## src/rtl/mem_access_sequencer_if.sv

```systemverilog
// mem_access_sequencer_if
//   Request/acknowledge bus between the data-memory access sequencer and
//   data memory.
//
//   mem_req    sequencer -> memory  access request, held until ack
//   mem_we     sequencer -> memory  1 = write, 0 = read
//   mem_addr   sequencer -> memory  access address
//   mem_wdata  sequencer -> memory  store data
//   mem_ack    memory -> sequencer  single-cycle completion pulse
//   mem_rdata  memory -> sequencer  read data, valid with mem_ack
//
//   modport master : sequencer side
//   modport slave  : memory side
interface mem_access_sequencer_if #(
  parameter int ADDR_W = 32,
  parameter int DATA_W = 32
);
  logic              mem_req;
  logic              mem_we;
  logic [ADDR_W-1:0] mem_addr;
  logic [DATA_W-1:0] mem_wdata;
  logic              mem_ack;
  logic [DATA_W-1:0] mem_rdata;

  modport master (
    output mem_req,
    output mem_we,
    output mem_addr,
    output mem_wdata,
    input  mem_ack,
    input  mem_rdata
  );

  modport slave (
    input  mem_req,
    input  mem_we,
    input  mem_addr,
    input  mem_wdata,
    output mem_ack,
    output mem_rdata
  );
endinterface

```

## src/rtl/mem_access_sequencer.sv

```systemverilog
// mem_access_sequencer
//   Multi-cycle sequencer for MIPS data-memory accesses. Takes the decoded
//   load/store strobes and the ALU address, runs a req/ack handshake to data
//   memory and freezes the core with stall until the access retires.
//
//   Optional feature: define MEM_SEQ_TIMEOUT_EN to build a BUSY watchdog.
//   Without it, BUSY waits forever for mem_ack and timeout_err is tied 0.
//
//   Ports
//     clk          core clock
//     reset        synchronous, active-high
//     ld_en/st_en  instruction is a load / store (both set = store)
//     halted       core halted, blocks new accesses
//     addr, wdata  effective address and store data
//     stall        combinational pipeline freeze
//     rdata        last load result, rdata_valid pulses for one cycle
//     mem          memory bus (master modport)
//     loads_done   retired loads, wrapping
//     stores_done  retired stores, wrapping
//     timeout_err  sticky watchdog error
//
//   state | meaning
//   ------+---------------------------------------------------------
//   IDLE  | waiting for a load/store strobe
//   BUSY  | mem_req held, waiting for mem_ack
//   DONE  | access retired this cycle, rdata_valid for loads
//   ERR   | watchdog expired, stall held until reset (watchdog only)
module mem_access_sequencer #(
  parameter int ADDR_W  = 32,
  parameter int DATA_W  = 32,
  parameter int TIMEOUT = 16,
  parameter int CNT_W   = 16
) (
  input  logic                  clk,
  input  logic                  reset,
  input  logic                  ld_en,
  input  logic                  st_en,
  input  logic                  halted,
  input  logic [ADDR_W-1:0]     addr,
  input  logic [DATA_W-1:0]     wdata,
  output logic                  stall,
  output logic [DATA_W-1:0]     rdata,
  output logic                  rdata_valid,
  mem_access_sequencer_if.master mem,
  output logic [CNT_W-1:0]      loads_done,
  output logic [CNT_W-1:0]      stores_done,
  output logic                  timeout_err
);

  localparam logic [1:0] S_IDLE = 2'd0;
  localparam logic [1:0] S_BUSY = 2'd1;
  localparam logic [1:0] S_DONE = 2'd2;
  localparam logic [1:0] S_ERR  = 2'd3;

  logic [1:0]        state_q;
  logic [1:0]        state_d;
  logic              start;
  logic              req_q;
  logic              we_q;
  logic [ADDR_W-1:0] addr_q;
  logic [DATA_W-1:0] wdata_q;
  logic [DATA_W-1:0] rdata_q;
  logic              rvalid_q;
  logic [CNT_W-1:0]  loads_q;
  logic [CNT_W-1:0]  stores_q;

`ifdef MEM_SEQ_TIMEOUT_EN
  // Down-counter loaded with TIMEOUT-1 on entry to BUSY; reaching zero in a
  // BUSY cycle without ack means TIMEOUT BUSY cycles have elapsed.
  localparam int             TMR_W    = $clog2(TIMEOUT);
  localparam logic [TMR_W-1:0] TMR_LOAD = TMR_W'(TIMEOUT - 1);

  logic [TMR_W-1:0] tmr_q;
  logic             err_q;
  logic             tmr_expired;

  assign tmr_expired = (tmr_q == '0);
`else
  // TIMEOUT only matters when the watchdog is built in.
  logic [31:0] unused_timeout;
  assign unused_timeout = 32'(TIMEOUT);
`endif

  assign start = (ld_en | st_en) & ~halted;

  always_comb begin
    state_d = state_q;
    case (state_q)
      S_IDLE: if (start) state_d = S_BUSY;
      S_BUSY: begin
        if (mem.mem_ack) state_d = S_DONE;
`ifdef MEM_SEQ_TIMEOUT_EN
        else if (tmr_expired) state_d = S_ERR;
`endif
      end
      S_DONE: state_d = S_IDLE;
`ifdef MEM_SEQ_TIMEOUT_EN
      S_ERR:  state_d = S_ERR;
`else
      S_ERR:  state_d = S_IDLE;
`endif
      default: state_d = S_IDLE;
    endcase
  end

  // DONE deliberately drops stall even if a strobe is present: the core
  // retires the access in that cycle, so no new access may start.
  assign stall = ((state_q == S_IDLE) && start) ||
                 (state_q == S_BUSY) ||
                 (state_q == S_ERR);

  always_ff @(posedge clk) begin
    if (reset) begin
      state_q  <= S_IDLE;
      req_q    <= 1'b0;
      we_q     <= 1'b0;
      addr_q   <= '0;
      wdata_q  <= '0;
      rdata_q  <= '0;
      rvalid_q <= 1'b0;
      loads_q  <= '0;
      stores_q <= '0;
    end else begin
      state_q  <= state_d;
      rvalid_q <= 1'b0;
      case (state_q)
        S_IDLE: begin
          if (start) begin
            req_q   <= 1'b1;
            we_q    <= st_en;
            addr_q  <= addr;
            wdata_q <= wdata;
          end
        end
        S_BUSY: begin
          if (mem.mem_ack) begin
            req_q <= 1'b0;
            if (we_q) begin
              stores_q <= stores_q + CNT_W'(1);
            end else begin
              rdata_q  <= mem.mem_rdata;
              rvalid_q <= 1'b1;
              loads_q  <= loads_q + CNT_W'(1);
            end
          end
`ifdef MEM_SEQ_TIMEOUT_EN
          else if (tmr_expired) begin
            req_q <= 1'b0;
          end
`endif
        end
        default: ;
      endcase
    end
  end

`ifdef MEM_SEQ_TIMEOUT_EN
  always_ff @(posedge clk) begin
    if (reset) begin
      tmr_q <= '0;
      err_q <= 1'b0;
    end else begin
      if ((state_q == S_IDLE) && start) begin
        tmr_q <= TMR_LOAD;
      end else if ((state_q == S_BUSY) && !mem.mem_ack) begin
        if (tmr_expired) begin
          err_q <= 1'b1;
        end else begin
          tmr_q <= tmr_q - TMR_W'(1);
        end
      end
    end
  end

  assign timeout_err = err_q;
`else
  assign timeout_err = 1'b0;
`endif

  assign mem.mem_req   = req_q;
  assign mem.mem_we    = we_q;
  assign mem.mem_addr  = addr_q;
  assign mem.mem_wdata = wdata_q;
  assign rdata         = rdata_q;
  assign rdata_valid   = rvalid_q;
  assign loads_done    = loads_q;
  assign stores_done   = stores_q;

endmodule
```

## src/flat_wrapper.sv

```systemverilog
// flat-port wrapper written by rule: the top's interface ports become plain ports
module mem_access_sequencer_flat 
#(
  parameter int ADDR_W  = 32,
  parameter int DATA_W  = 32,
  parameter int TIMEOUT = 16,
  parameter int CNT_W   = 16
)
  (clk, reset, ld_en, st_en, halted, addr, wdata, stall, rdata, rdata_valid, loads_done, stores_done, timeout_err, mem_mem_req, mem_mem_we, mem_mem_addr, mem_mem_wdata, mem_mem_ack, mem_mem_rdata);
  mem_access_sequencer_if #(.ADDR_W(ADDR_W), .DATA_W(DATA_W)) mem_i ();
  input  logic clk;
  input  logic reset;
  input  logic ld_en;
  input  logic st_en;
  input  logic halted;
  input  logic [ADDR_W-1:0] addr;
  input  logic [DATA_W-1:0] wdata;
  output logic stall;
  output logic [DATA_W-1:0] rdata;
  output logic rdata_valid;
  output logic [CNT_W-1:0] loads_done;
  output logic [CNT_W-1:0] stores_done;
  output logic timeout_err;
  output wire logic [$bits(mem_i.mem_req)-1:0] mem_mem_req;
  output wire logic [$bits(mem_i.mem_we)-1:0] mem_mem_we;
  output wire logic [$bits(mem_i.mem_addr)-1:0] mem_mem_addr;
  output wire logic [$bits(mem_i.mem_wdata)-1:0] mem_mem_wdata;
  input wire logic [$bits(mem_i.mem_ack)-1:0] mem_mem_ack;
  input wire logic [$bits(mem_i.mem_rdata)-1:0] mem_mem_rdata;
  assign mem_mem_req = mem_i.mem_req;
  assign mem_mem_we = mem_i.mem_we;
  assign mem_mem_addr = mem_i.mem_addr;
  assign mem_mem_wdata = mem_i.mem_wdata;
  assign mem_i.mem_ack = mem_mem_ack;
  assign mem_i.mem_rdata = mem_mem_rdata;
  mem_access_sequencer #(.ADDR_W(ADDR_W), .DATA_W(DATA_W), .TIMEOUT(TIMEOUT), .CNT_W(CNT_W)) u_core (.clk(clk), .reset(reset), .ld_en(ld_en), .st_en(st_en), .halted(halted), .addr(addr), .wdata(wdata), .stall(stall), .rdata(rdata), .rdata_valid(rdata_valid), .mem(mem_i), .loads_done(loads_done), .stores_done(stores_done), .timeout_err(timeout_err));
endmodule
```

## config.mk

```make
export PLATFORM = sky130hd
export DESIGN_NAME = mem_access_sequencer_flat
export DESIGN_NICKNAME = d
export VERILOG_FILES = /design/src/rtl/mem_access_sequencer_if.sv /design/src/rtl/mem_access_sequencer.sv /design/src/flat_wrapper.sv
export SDC_FILE = /design/constraint.sdc
export NUM_CORES = 1
export LEC_CHECK = 0
export CORE_MARGIN = 5
export CORE_UTILIZATION = 40
export CTS_BUF_LIST = sky130_fd_sc_hd__clkbuf_16
export DETAILED_ROUTE_END_ITERATION = 10
export MAX_ROUTING_LAYER = met4
export PLACE_DENSITY = 0.79
export SYNTH_ARGS = -nofsm -noshare
export SYNTH_HDL_FRONTEND = slang
export SYNTH_SLANG_ARGS = --single-unit
```

## constraint.sdc

```tcl
create_clock -name clk -period 5 [get_ports clk]
set_input_delay 1 -clock clk [delete_from_list [all_inputs] [get_ports clk]]
set_output_delay 1 -clock clk [all_outputs]
set_load 0.01 [all_outputs]
```

* Word-level counts from Yosys, hierarchy flattened
Cells that the tools add are included.
Storage, ports and cells: register bits 133, bits of input ports 102, logic and storage cells 41, output and inout bits 133
Cells by class: bitwise operators 6, equality and inequality tests 5, add/sub/neg operators 2, reduce and logical (&&, ||, !) cells 12, mux-type cells 7
Operators by type and width (number):
- 16-bit by 1-bit adder with 16-bit output (second input constant) | 2
- 3-bit AND reduction | 3
- 2-bit one-hot mux with 3 select lines | 1
- 2-bit equality test (second input constant) | 2
- 2-bit 2-to-1 mux | 2
- 1-bit inverter | 4
- 2-bit AND reduction | 2
- 1-bit 2-to-1 mux | 3
- 3-bit OR reduction | 1
- 2-bit by 1-bit equality test with 1-bit output (second input constant) | 1
- 2-bit logical NOT | 1
- 1-bit logical OR | 2
- 2-bit by 1-bit inequality test with 1-bit output (second input constant) | 1
- 2-bit inequality test (second input constant) | 1
- 1-bit one-hot mux with 2 select lines | 1
- 2-bit nonzero test | 1
- 2-bit OR reduction | 1
- 1-bit bitwise AND | 1
- 1-bit logical AND | 1
- 1-bit OR | 1

* Longest topological paths before layout
Gate-level depths: netlist of the first run.
depth after elaboration 5, mapped depth 7, depth with buffers taken out 5

* Worst setup path before layout of the first run
OpenSTA, ideal clock, no wires.
path kind input to output, start point in st_en, end point out stall, path buffers 0, arrival time 1373 ps, required time 4000 ps, stages 2, setup slack 2627 ps, path through nor2_1 > o31ai_1
Between the ends: longest elaborated chain between the ends 5
RTL lines:
- start, declared | line flat_wrapper.sv:14 | input logic st_en;
- 1-bit OR | line mem_access_sequencer.sv:84 | assign start = (ld_en | st_en) & ~halted;
- 1-bit bitwise AND | line mem_access_sequencer.sv:84
- 1-bit logical AND | line mem_access_sequencer.sv:108 | assign stall = ((state_q == S_IDLE) && start) ||
- 1-bit logical OR | line mem_access_sequencer.sv:108
- 1-bit logical OR | line mem_access_sequencer.sv:109 | (state_q == S_BUSY) ||
- end, declared | line flat_wrapper.sv:18 | output logic stall;
No other way between the ends.

* Worst setup path in the final report of the first run
Ends and elaborated chain as after synthesis.

==> results of run 1 <==
==> where the power goes <==
group	switching [mW]	total, mW	internal, mW	leakage [nW]
combinational	0.135	0.303	0.168	1.42
clock	0.433	1.25	0.818	0.293
sequential	0.0237	1.13	1.10	1.08
==> cells by family after synthesis <==
| kind of cell | synth area share, % |
|---|---|
| multiplexers | 0.2289 |
| AND/OR/NAND/NOR | 25.44 |
| adder cells (fa/ha/maj) | 0.5087 |
| other | 0.07624 |
| XOR/XNOR | 3.561 |
| buffers and inverters | 3.536 |
| flip-flops | 54.13 |
| AO/OA/AOI/OAI | 12.52 |
==> area by class of cell <==
type,instances,area (sq um),area share (%)
flip-flops and latches,133,2663,33.70
clock inverters,15,168.9,2.138
inverters,5,18.77,0.2375
repair buffers,236,2352,29.77
well taps,147,183.9,2.328
multi-input cells,435,2090,26.44
clock buffers,17,425.4,5.384
==> flip-flops by register name, summed over array words and instances, names as in the netlist <==
signal,flops
u_core.stores_done,16
u_core.mem.mem_wdata,32
u_core.mem.mem_we,1
u_core.rdata,32
u_core.loads_done,16
u_core.state_q,2
u_core.mem.mem_req,1
u_core.rdata_valid,1
u_core.mem.mem_addr,32
==> metrics by stage <==
stage / worst slack, ns / total power [mW] / util [%]
after floorplan: 2.627 / 1.263 / -
after global placement: 1.678 / 1.446 / 60.83
after detailed placement: 1.600 / 1.454 / 60.83
after CTS: 1.597 / 2.710 / 65.78
after global routing: 1.585 / 2.798 / 65.78
final: 1.598 / 2.681 / 65.78
==> layer usage <==
metal	global-route usage (%)	vias up
met1	23.76	2274
li1	-	2444
met5	-	-
met2	34.66	175
met3	5.734	27
met4	8.074	0
==> how the worst min path moves through the flow <==
| stage | cells past startpoint | to | startpoint | slack [ns] |
|---|---|---|---|---|
| finish | 2 | u_core.rdata[21]$_SDFFE_PP0P_ | u_core.rdata[21]$_SDFFE_PP0P_ | 0.45 |
| global route | 2 | u_core.mem.mem_addr[31]$_SDFFE_PP0P_ | u_core.mem.mem_addr[31]$_SDFFE_PP0P_ | 0.47 |
| CTS | 2 | u_core.mem.mem_addr[13]$_SDFFE_PP0P_ | u_core.mem.mem_addr[13]$_SDFFE_PP0P_ | 0.45 |
| detailed placement | 2 | u_core.mem.mem_addr[13]$_SDFFE_PP0P_ | u_core.mem.mem_addr[13]$_SDFFE_PP0P_ | 0.45 |
| global placement | 2 | u_core.rdata[11]$_SDFFE_PP0P_ | u_core.rdata[11]$_SDFFE_PP0P_ | 0.44 |
| floorplan | 2 | u_core.mem.mem_addr[0]$_SDFFE_PP0P_ | u_core.mem.mem_addr[0]$_SDFFE_PP0P_ | 0.48 |
==> tightest hold or removal path: stages (launching register included) <==
cell	delay, ns
dfxtp_1	0.30
nand2_1	0.05
a21oi_1	0.05
==> cells in the final DEF, fill, tap and decap left out, types with 6 or more instances in the layout <==
cell type / Yosys / layout
nor4_1: 7 / 6
clkdlybuf4s50_1: 0 / 232
o21ai_0: 6 / 6
clkinv_1: 0 / 6
inv_1: 5 / 6
xnor2_1: 13 / 13
xor2_1: 7 / 7
nor2_1: 29 / 29
a21oi_1: 109 / 109
dfxtp_1: 133 / 133
or3_1: 7 / 7
nand3_1: 9 / 9
nand2_1: 210 / 210
clkbuf_16: 0 / 17
nand4_1: 6 / 6
==> qor.txt, run 1 <==
post-route ant nets -> 0
Commonest cells post-synth -> nand2_1 (210), dfxtp_1 (133), a21oi_1 (109)
I/O pins -> 235
Post-synth EDFFs -> 0
metal2 WL -> 7430 um
Stages on worst setup path -> 4
post-CTS resize count -> 0
WL final -> 14900 um
Diodes inserted -> 0
Top FF cell, synth -> dfxtp_1
kind of critical path -> in2out
Port Buffers -> 233
share of post-route cells with drive strength above 1 -> 4.518%
CP endpoint kind -> output port
Skew-Pair Late Insertion Delay -> 0.41 ns
placed cells -> 956
hold crit path type -> reg2reg
# setup viols final -> 0
final std cells w/o fill -> 988
Root Buffer -> clkbuf_16
leak pwr -> 2.791 nW
Required @ worst endpoint -> 4.00 ns
Die Height -> 120.9 um
initial antenna violation count -> 0
CP Launch Type -> primary input
status -> completed
CTS Sinks -> 133
Hold Buf Count CTS -> 0
placed cell areas -> 7307 sq um
top-area cell type share of the netlist area -> 54.13%
core area -> 12010 sq um
Final Cell Area -> 7901 sq um
Final nets -> 932
WL/cell -> 15.08 um
slowest CP cell -> clkdlybuf4s50_1
pin count of the biggest net entering global routing -> 94
final-report hold violation count -> 0
fill cell count -> 1019
Fin Clk Skew -> 0.006667 ns
post-synth top area cell -> dfxtp_1
Max-Cap Viols -> 0
Yosys cell types -> 37
Worst EP arrival -> 2.40 ns
Setup Buffers After CTS -> 0
DRC -> 0
Die W -> 120.9 um
most used cell, CP -> clkdlybuf4s50_1
total number of yosys warnings -> 0
length in cells of the worst reg-to-reg path -> 4
crit path to -> stall
Placer Congestion -> 0.8055
clk buf depth -> 2
die area -> 14610 sq um
GRT Total Usage -> 20.77%
count of state elements after synthesis -> 133
vias post-DR -> 4920
critical-path cell list -> clkdlybuf4s50_1 > nor2_1 > o31ai_1 > clkdlybuf4s50_1
max-slew violation count -> 0
DR top layer -> met4
CP peak stage delay -> 0.60 ns
remaining global-route overflow -> 0
power density cells -> 339.3 nW/um^2
P&R area growth vs syn -> 60.65%
vias in the first global route -> 4827
post-synthesis sequential area ratio -> 54.13%
top cells by area, synth -> dfxtp_1 (54%), nand2_1 (16%), a21oi_1 (11%)
detailed placer's ending HPWL -> 10560 um
RSZ-0062 raised after global routing -> no
TritonRoute pass-1 iters -> 5
WL met1 -> 6232 um
row cnt -> 40
hold_ws -> 0.4496 ns
H-tree depth -> 4
actual slew at the worst max-slew pin -> 1.221 ns
Netlist Area Pre-Place -> 4918 sq um
first-pass GRT wire length -> 23680 um
Period minus WS final -> 3.402 ns
RR Startpoint -> u_core.state_q[0]$_SDFFE_PP0P_
syn_nets -> 717
DRT iter0 DRCs -> 394
R2R setup slack -> 2.63 ns
FF-to-FF End -> u_core.loads_done[15]$_SDFFE_PP0P_
final setup TNS -> 0 ns
Worst Path Max Fanout -> 3
Max Freq -> 293.9 MHz
Avg Cell Area, Syn -> 8.024 sq um
max_slew headroom -> 18.57%
Initial Util -> 40.95%
Crit. Startpoint -> st_en
sum of buffers and inverters on the critical path -> 2
ys async rst share -> 0%
routed vias/inst -> 4.980
CTS tree -> done
routed wl met3 -> 899 um
top-count cell post-synth -> nand2_1
Syn Inst Count -> 613
Crit path max-delay family -> buffers and inverters
crit share post-route -> 68.04%
CTS Buf Count -> 17
clock-pin slew on the worst setup and hold paths -> 0.05 ns
maximum VDD drop -> 0.2146 mV
No activity file was read; power rests on OpenSTA's default activity.
==> run 2, diff against run 1 <==
clock period = 3.56 ns   (was 5 ns; I/O delays follow)
==> qor.txt, run 2 (synthesis results as in run 1) <==
remaining global-route overflow -> 0
leak pwr -> 2.794 nW
hold crit path type -> reg2reg
Final Cell Area -> 7941 sq um
Period minus WS final -> 2.816 ns
Final nets -> 935
WL/cell -> 15.27 um
core area -> 12010 sq um
commonest non-fill, non-tap cells in the layout -> clkdlybuf4s50_1 (232), nand2_1 (210), dfxtp_1 (133), a21oi_1 (109), nor2_1 (29)
sequential power share -> 41.4%
Combinational Power Share -> 11.3%
RSZ-0062 raised after global routing -> no
actual slew at the worst max-slew pin -> 0.7560 ns
sw power -> 0.8718 mW
die area -> 14610 sq um
final total power -> 3.819 mW
post-CTS resize count -> 0
CTS Buf Count -> 17
Initial Util -> 40.95%
I/O pins -> 235
CTS tree -> done
CTS Sinks -> 133
Placer Congestion -> 0.8216
most used cell, CP -> clkdlybuf4s50_1
power density cells -> 480.9 nW/um^2
detailed placer's ending HPWL -> 10800 um
Fin Clk Skew -> 0.006064 ns
Setup Buffers After CTS -> 0
GRT Total Usage -> 20.87%
max_slew headroom -> 49.60%
vias post-DR -> 4938
switching share of power -> 22.83%
part of the power in the clock network -> 47.3%
final setup margin -> 0.7440 ns
TritonRoute pass-1 iters -> 4
vias in the first global route -> 4881
final-report hold violation count -> 0
routed vias/inst -> 4.983
fill cell count -> 970
Port Buffers -> 233
Skew-Pair Late Insertion Delay -> 0.42 ns
Worst EP arrival -> 2.10 ns
pin count of the biggest net entering global routing -> 72
CP endpoint kind -> output port
commonest non-fill, non-tap cell in the layout -> clkdlybuf4s50_1
# setup viols final -> 0
share of post-route cells with drive strength above 1 -> 5.213%
internal power -> 2.947 mW
Diodes inserted -> 0
Max-Cap Viols -> 0
Max Freq -> 355.1 MHz
row cnt -> 40
status -> completed
DRT iter0 DRCs -> 264
Die Height -> 120.9 um
Required @ worst endpoint -> 2.85 ns
Die W -> 120.9 um
P&R area growth vs syn -> 61.46%
CP peak stage delay -> 0.59 ns
post-route ant nets -> 0
clock-pin slew on the worst setup and hold paths -> 0.05 ns
Worst Path Max Fanout -> 3
Root Buffer -> clkbuf_16
hold_ws -> 0.4530 ns
initial antenna violation count -> 0
max-slew violation count -> 0
clk buf depth -> 2
DRC -> 0
WL final -> 15130 um
critical-path cell list -> clkdlybuf4s50_1 > nor2_1 > o31ai_1 > clkdlybuf4s50_1
kind of critical path -> in2out
slowest CP cell -> clkdlybuf4s50_1
Hold Buf Count CTS -> 0
placed cell areas -> 7330 sq um
maximum VDD drop -> 0.3350 mV
pre-CTS WS -> 0.7711 ns
H-tree depth -> 4
final setup TNS -> 0 ns
first-pass GRT wire length -> 23600 um
crit share post-route -> 79.10%
CP Launch Type -> primary input
==> run 2: changes by cell type in the layout (fill, tap and decap cells not counted) <==
| cell | previous run | this run |
|---|---|---|
| clkinvlp_4 | 1 | 5 |
| buf_4 | 4 | 7 |
| clkinv_1 | 6 | 4 |
| clkinv_2 | 3 | 1 |
| inv_1 | 6 | 5 |
| inv_6 | 0 | 1 |
==> run 2: path summary, 6_finish.rpt <==
kind / start / end / slack [ns] / cells past startpoint
setup reg to reg: u_core.state_q[0]$_SDFFE_PP0P_ / u_core.stores_done[13]$_SDFFE_PP0P_ / 1.69 / 3
hold / removal: u_core.mem.mem_wdata[14]$_SDFFE_PP0P_ / u_core.mem.mem_wdata[14]$_SDFFE_PP0P_ / 0.45 / 2
hold reg to reg: u_core.mem.mem_wdata[14]$_SDFFE_PP0P_ / u_core.mem.mem_wdata[14]$_SDFFE_PP0P_ / 0.45 / 2
setup / recovery: st_en / stall / 0.74 / 4
==> run 2: final cells by class <==
| class | count | area [sq um] | share of cell area, % |
|---|---|---|---|
| inverter | 5 | 18.77 | 0.2363 |
| timing repair buffer | 239 | 2375 | 29.90 |
| clock buffer | 17 | 425.4 | 5.357 |
| sequential | 133 | 2663 | 33.53 |
| clock inverter | 15 | 186.4 | 2.348 |
| tap | 147 | 183.9 | 2.316 |
| multi-input combinational | 435 | 2090 | 26.31 |
==> run 2: power by group through the flow <==
stage | clock [mW] | sequential [mW] | combinational [mW]
4_1_cts | 1.84 | 1.58 | 0.435
3_3_place_gp | 0 | 1.61 | 0.424
2_1_floorplan | 0 | 1.64 | 0.135
5_1_grt | 1.91 | 1.59 | 0.466
3_5_place_dp | 0 | 1.62 | 0.431
6_report | 1.81 | 1.58 | 0.430
==> run 2: per-stage QoR <==
step	cells	utilization, %
after detailed placement	959	61.02
after global routing	991	66.11
after floorplan	613	-
after CTS	991	66.11
after global placement	959	61.02
final	991	66.11
==> run 2: metal layers <==
layer / share of wire (%) / up-vias / track usage, %
li1: - / 2460 / -
met2: 51 / 167 / 35.39
met3: 7.8 / 25 / 7.506
met5: 0 / - / -
met1: 40 / 2286 / 22.43
met4: 1.9 / 0 / 7.790
==> run 2: worst max-delay path: cells and delay by family <==
family	cells	cell delay, ns
and+or+nand+nor	1	0.08
AOI/OAI and AO/OA	1	0.24
buffers and inverters	2	1.08
